### config.mk
export PLATFORM = sky130hd
export DESIGN_NAME = flexbex_ibex_efpga_seq_decoder
export DESIGN_NICKNAME = d
export VERILOG_FILES = /design/src/rtl/flexbex_efpga_pkg.sv /design/src/rtl/flexbex_efpga_delay_cnt.sv /design/src/rtl/flexbex_ibex_efpga_seq_decoder.sv
export SDC_FILE = /design/constraint.sdc
export NUM_CORES = 1
export LEC_CHECK = 0
export BUFFER_PORTS_ARGS = -buffer_cell sky130_fd_sc_hd__buf_2
export CAP_MARGIN = 20
export CELL_PAD_IN_SITES_DETAIL_PLACEMENT = 0
export CELL_PAD_IN_SITES_GLOBAL_PLACEMENT = 1
export CORE_MARGIN = 2
export CORE_UTILIZATION = 34
export CTS_BUF_LIST = sky130_fd_sc_hd__clkbuf_8
export DETAILED_ROUTE_END_ITERATION = 10
export PLACE_DENSITY = 0.95
export SLEW_MARGIN = 0
export SYNTH_ARGS = -nofsm -noshare
export SYNTH_HDL_FRONTEND = slang
export SYNTH_HIERARCHICAL = 1
export SYNTH_SLANG_ARGS = --single-unit
### constraint.sdc
create_clock -name clk_i -period 6.4 [get_ports clk_i]
set_clock_uncertainty 0.15 [all_clocks]
set_input_delay 0.64 -clock clk_i [delete_from_list [all_inputs] [get_ports clk_i]]
set_output_delay 0.64 -clock clk_i [all_outputs]
set_load 0.01 [all_outputs]
### src/rtl/flexbex_efpga_pkg.sv
// Shared definitions for the custom-0 eFPGA sequencer:
// FSM states, claimed opcode and instruction field positions.
package flexbex_efpga_pkg;

    typedef enum logic [1:0] {
        IDLE  = 2'd0,
        ISSUE = 2'd1,
        WAIT  = 2'd2,
        WB    = 2'd3
    } efpga_state_e;

    localparam logic [6:0] CUST_OPC = 7'h0b;

    localparam int unsigned CH_LSB    = 29;
    localparam int unsigned CH_W      = 3;
    localparam int unsigned DELAY_LSB = 25;
    localparam int unsigned FUNCT_BIT = 14;
    localparam int unsigned OPER_LSB  = 12;
    localparam int unsigned RD_LSB    = 7;

endpackage

### src/rtl/flexbex_efpga_delay_cnt.sv
// Loadable down-counter with zero flag; saturates at zero.
module flexbex_efpga_delay_cnt #(
    parameter int unsigned W = 4
) (
    input  logic         clk_i,
    input  logic         rst_ni,
    input  logic         clr_i,
    input  logic         load_i,
    input  logic [W-1:0] load_val_i,
    input  logic         dec_i,
    output logic         zero_o
);

    logic [W-1:0] cnt_q;

    always_ff @(posedge clk_i or negedge rst_ni) begin
        if (!rst_ni) begin
            cnt_q <= '0;
        end else if (clr_i) begin
            cnt_q <= '0;
        end else if (load_i) begin
            cnt_q <= load_val_i;
        end else if (dec_i && (cnt_q != '0)) begin
            cnt_q <= cnt_q - W'(1);
        end
    end

    assign zero_o = (cnt_q == '0);

endmodule

### src/rtl/flexbex_ibex_efpga_seq_decoder.sv
// Custom-0 eFPGA sequencer: decode, issue to a channel, time, write back.
// Optional FLEXBEX_EFPGA_DONE_EN adds per-channel early-done inputs.
module flexbex_ibex_efpga_seq_decoder #(
    parameter int unsigned NUM_CH   = 4,
    parameter int unsigned DELAY_W  = 4,
    parameter int unsigned DATA_W   = 32,
    parameter logic [6:0]  CUST_OPC = flexbex_efpga_pkg::CUST_OPC
) (
    input  logic                     clk_i,
    input  logic                     rst_ni,
    input  logic                     instr_valid_i,
    input  logic [31:0]              instr_rdata_i,
    input  logic                     deassert_we_i,
    input  logic                     flush_i,
    input  logic [DATA_W-1:0]        rs1_data_i,
    input  logic [DATA_W-1:0]        rs2_data_i,
    output logic                     efpga_req_o,
    output logic [2:0]               efpga_ch_o,
    output logic [1:0]               efpga_operator_o,
    output logic [DATA_W-1:0]        efpga_op_a_o,
    output logic [DATA_W-1:0]        efpga_op_b_o,
    input  logic [NUM_CH*DATA_W-1:0] efpga_result_i,
`ifdef FLEXBEX_EFPGA_DONE_EN
    input  logic [NUM_CH-1:0]        efpga_done_i,
`endif
    output logic                     id_stall_o,
    output logic                     illegal_insn_o,
    output logic                     wb_we_o,
    output logic [4:0]               wb_waddr_o,
    output logic [DATA_W-1:0]        wb_wdata_o,
    output logic                     busy_o
);

    import flexbex_efpga_pkg::*;

    efpga_state_e state_q, state_d;

    logic [2:0]         ch_f;
    logic [DELAY_W-1:0] delay_f;
    logic               is_cust, legal, idle, accept, to_wb;
    logic               cnt_zero, done_hit;
    logic [DATA_W-1:0]  res_sel;

    logic [4:0]         rd_q;
    logic [DELAY_W-1:0] delay_q;
    logic               wb_we_q;
    logic               unused_instr;

    assign unused_instr = ^instr_rdata_i;

    assign ch_f    = instr_rdata_i[CH_LSB +: CH_W];
    assign delay_f = instr_rdata_i[DELAY_LSB +: DELAY_W];
    assign is_cust = (instr_rdata_i[6:0] == CUST_OPC);
    assign legal   = !instr_rdata_i[FUNCT_BIT] &&
                     ({1'b0, ch_f} < 4'(NUM_CH));
    assign idle    = (state_q == IDLE);

    assign accept = idle && instr_valid_i && is_cust && legal &&
                    !deassert_we_i && !flush_i;

    assign illegal_insn_o = idle && instr_valid_i && is_cust && !legal;
    assign busy_o         = !idle;
    assign id_stall_o     = accept || (state_q == ISSUE) ||
                            (state_q == WAIT);

    always_comb begin
        res_sel = '0;
        for (int c = 0; c < int'(NUM_CH); c++) begin
            if (efpga_ch_o == 3'(c)) begin
                res_sel = efpga_result_i[c*DATA_W +: DATA_W];
            end
        end
    end

`ifdef FLEXBEX_EFPGA_DONE_EN
    always_comb begin
        done_hit = 1'b0;
        for (int c = 0; c < int'(NUM_CH); c++) begin
            if (efpga_ch_o == 3'(c)) begin
                done_hit = efpga_done_i[c];
            end
        end
    end
`else
    assign done_hit = 1'b0;
`endif

    always_comb begin
        state_d = state_q;
        unique case (state_q)
            IDLE:    if (accept) state_d = ISSUE;
            ISSUE:   state_d = WAIT;
            WAIT:    if (cnt_zero || done_hit) state_d = WB;
            WB:      state_d = IDLE;
            default: state_d = IDLE;
        endcase
        // Abort wins over everything once an operation is in flight
        if (flush_i && !idle) state_d = IDLE;
    end

    assign to_wb = (state_q == WAIT) && (state_d == WB);

    flexbex_efpga_delay_cnt #(
        .W (DELAY_W)
    ) u_delay_cnt (
        .clk_i      (clk_i),
        .rst_ni     (rst_ni),
        .clr_i      (flush_i && !idle),
        .load_i     (state_q == ISSUE),
        .load_val_i (delay_q),
        .dec_i      (state_q == WAIT),
        .zero_o     (cnt_zero)
    );

    always_ff @(posedge clk_i or negedge rst_ni) begin
        if (!rst_ni) begin
            state_q          <= IDLE;
            efpga_req_o      <= 1'b0;
            efpga_ch_o       <= '0;
            efpga_operator_o <= '0;
            efpga_op_a_o     <= '0;
            efpga_op_b_o     <= '0;
            rd_q             <= '0;
            delay_q          <= '0;
            wb_we_q          <= 1'b0;
            wb_wdata_o       <= '0;
        end else begin
            state_q     <= state_d;
            efpga_req_o <= accept;
            if (accept) begin
                efpga_ch_o       <= ch_f;
                efpga_operator_o <= instr_rdata_i[OPER_LSB +: 2];
                efpga_op_a_o     <= rs1_data_i;
                efpga_op_b_o     <= rs2_data_i;
                rd_q             <= instr_rdata_i[RD_LSB +: 5];
                delay_q          <= delay_f;
            end
            wb_we_q <= to_wb && (rd_q != 5'd0);
            if (to_wb) wb_wdata_o <= res_sel;
        end
    end

    assign wb_waddr_o = rd_q;
    assign wb_we_o    = wb_we_q && !flush_i;

endmodule

==> metrics.log <==
INFO  metric synth-compound-area-share = 0.0756
INFO  metric fin_util = 0.488
INFO  metric cts_tree = built
INFO  metric number_of_cells_upsized_or_downsized_after_cts = 0
INFO  metric route.vias.total = 5083
INFO  metric layoutNonFillerInstCount = 1059
INFO  metric final_routed_drc_violation_total = 0
INFO  metric total_standard_cell_area_after_synthesis = 5500 µm²
INFO  metric grt_usage = 0.207
INFO  metric cts_hold_buf = 0
INFO  metric finalCriticalPeriod = 3360 ps
INFO  metric simple_gate_fraction_of_synth_area = 0.201
INFO  metric peak_clock_frequency_supported_by_timing = 0.298 GHz
INFO  metric synthToLayoutAreaGrowth = 40.6%
INFO  metric floorplan.die.width = 131 µm
INFO  metric clk_root_buffer_cell = clkbuf_8
INFO  metric rsz0062_at_grt = false
INFO  metric synth_fa_ha_area_frac = 0.0137
INFO  metric synthDistinctLibCells = 36
INFO  metric grt_start_max_net_pins = 80
INFO  metric ctsHtreeMaxLevel = 4
INFO  metric required_time_of_the_critical_path = 6600 ps
INFO  metric dp.cells = 1027
INFO  metric floorplan.rows = 46
INFO  metric dr.first_iter.drc_count = 275
INFO  metric syn-mean-instance-area = 10.8 µm²
INFO  metric synth_edf_count = 0
INFO  metric die_h = 131 µm
INFO  metric critPathLaunchType = register
INFO  metric power_density = 292 nW/µm²
INFO  metric pre_repair_dr_iteration_count = 6
INFO  metric drt.antenna.violating_nets = 0
INFO  metric synthCells = 510
INFO  metric wire_per_inst = 16.6 µm
INFO  metric worstRegToRegCells = 7
INFO  metric via_per_inst = 4.80
INFO  metric dp_hpwl = 13100 µm
INFO  metric totalNegativeSetupSlack = 0 ps
INFO  metric grt_overflow_total = 0
INFO  metric drive_above_1_share = 0.484
INFO  metric clock_latency = 420 ps
INFO  metric status = complete, no violations
INFO  metric synthArstFlopShare = 1.00
INFO  metric inserted_clock_buffers = 17
INFO  metric first_global_vias = 5306
INFO  metric cp-end-kind = register
INFO  metric clk_pin_slew_worst_paths = 70 ps
INFO  metric mappedNetlistNets = 745
INFO  metric mostFrequentLayoutCells = buf_2 (328), nand2_1 (236), dfrtp_1 (117), mux4_2 (32), a32o_1 (32)
INFO  metric synth_xor_xnor_area_share = 0
INFO  metric worst-path-max-fanout = 79
INFO  metric ir_drop = 0.176 mV
INFO  metric clkSinkCount = 118
INFO  metric mostFrequentLayoutCell = buf_2
INFO  metric antenna_found_initial = 1
INFO  metric start_util = 0.347
INFO  metric hold_class = in -> async
INFO  metric synth_top_family_by_area = simple AND/OR/NAND/NOR gates
INFO  metric max_cap_viol_count = 0
INFO  metric max_slew_margin = 0.395
INFO  metric gp_routability_congestion = 0.799
INFO  metric post-cts-setup-buffers = 0
INFO  metric final.period_utilization = 0.525
INFO  metric worst_slew_pin_slew = 905 ps
INFO  metric crit_arrival = 3560 ps
INFO  metric muxShareOfSynthArea = 0.133
INFO  metric wire_length_of_the_first_global_routing_pass = 28000 µm
INFO  metric seq_area_frac_synth = 0.537
INFO  metric placeableCoreArea = 15800 µm²
INFO  metric setup.worst_path.class = reg -> reg
INFO  metric synth_top_flop_cell = dfrtp_1
INFO  metric die_area = 17200 µm²
INFO  metric synthesis.yosys.warnings = 6
INFO  metric ys_ff_latch = 118
INFO  metric numPortBuffers = 329
INFO  metric num_antenna_cells = 0
INFO  metric setup_viol = 0
INFO  metric finish.net_count = 1065
INFO  metric leakagePower = 4.35 nW
INFO  metric wirelength = 17600 µm
INFO  metric io-pin-count = 340
INFO  metric report.final.hold_viol_count = 0
INFO  metric number_of_buffers_on_the_longest_clock_path = 2
INFO  metric max_slew_violation_count = 0
==> logic make-up (layout without fill, tap and decap cells) <==
logic type / after synthesis / after routing
mux: 33 / 33
fa+ha+maj: 6 / 6
compound gates: 42 / 42
simple gates: 268 / 268
buf+inv: 43 / 376
flops: 118 / 118
==> critical path, stage by stage (launching register included) <==
cell and delay, ps:
dfrtp_1 400, inv_1 190, ha_1 280, or4b_4 530
or4_2 650, buf_4 380, nand3_4 450, a32o_1 240
==> power by group <==
group	total [mW]	switching, mW	leakage [nW]	internal (mW)
Combinational	0.621	0.348	2.54	0.273
Clock	0.725	0.309	0.209	0.415
Sequential	0.909	0.0582	1.60	0.851
==> area by class of cell <==
cell class                 count  area, µm²
timing repair buffer         336       1700
tap                          216        270
inverter                       8       30.0
clock inverter                12        151
sequential                   118       2950
fill                        1519       8100
multi-input combinational    349       2340
clock buffer                  20        275
==> state kept, by name, indices dropped and copies added, names as in the netlist <==
signal,count
delay_q,4
efpga_ch_o,3
efpga_op_a_o,32
efpga_op_b_o,32
efpga_operator_o,2
efpga_req_o,1
state_q,2
u_delay_cnt/cnt_q,4
wb_waddr_o,5
wb_wdata_o,32
wb_we_q,1
==> metal layers <==
layer | wire (µm) | GRT usage | vias up | share of wire
met5 | 8 | 0 | - | 0.00045
met4 | 487 | 0.0851 | 2 | 0.028
met3 | 1470 | 0.0718 | 34 | 0.083
met2 | 8770 | 0.352 | 229 | 0.50
met1 | 6860 | 0.239 | 2422 | 0.39
li1 | - | - | 2396 | -
==> metrics by stage <==
step	instance area (µm²)	power, mW	hold WS [ps]	worst slack (ps)
2_1_floorplan	5500	1.29	194	3590
6_report	7720	2.25	93.5	3040
4_1_cts	7720	2.29	81.4	2980
5_1_grt	7720	2.38	97.5	2870
3_3_place_gp	7300	1.53	294	3030
3_5_place_dp	7300	1.55	300	2980
==> synth_stat cells (all sizes together) (3+ instances only) <==
master,instances,share of area
nand3,4,0.0059
buf,15,0.020
or4,3,0.0041
dfrtp,118,0.54
a32o,32,0.058
clkbuf,20,0.014
inv,8,0.0055
nor2b,3,0.0034
ha,6,0.014
mux4,32,0.13
nand2,236,0.16
nor2,6,0.0041
nor4,4,0.0068
nor3,3,0.0027
==> worst paths after layout <==
check | slack, ps | to | startpoint
max | 3040 | wb_wdata_o[23] | state_q[0]
min | 90 | efpga_op_b_o[17] | rst_ni
max reg2reg | 3040 | wb_wdata_o[23] | state_q[0]
min reg2reg | 310 | efpga_op_b_o[30] | efpga_op_b_o[30]
max in group asynchronous | 4610 | efpga_op_b_o[6] | rst_ni
min in group clk_i | 250 | efpga_op_a_o[7] | rs1_data_i[7]
No activity file was read; power rests on OpenSTA's default activity.
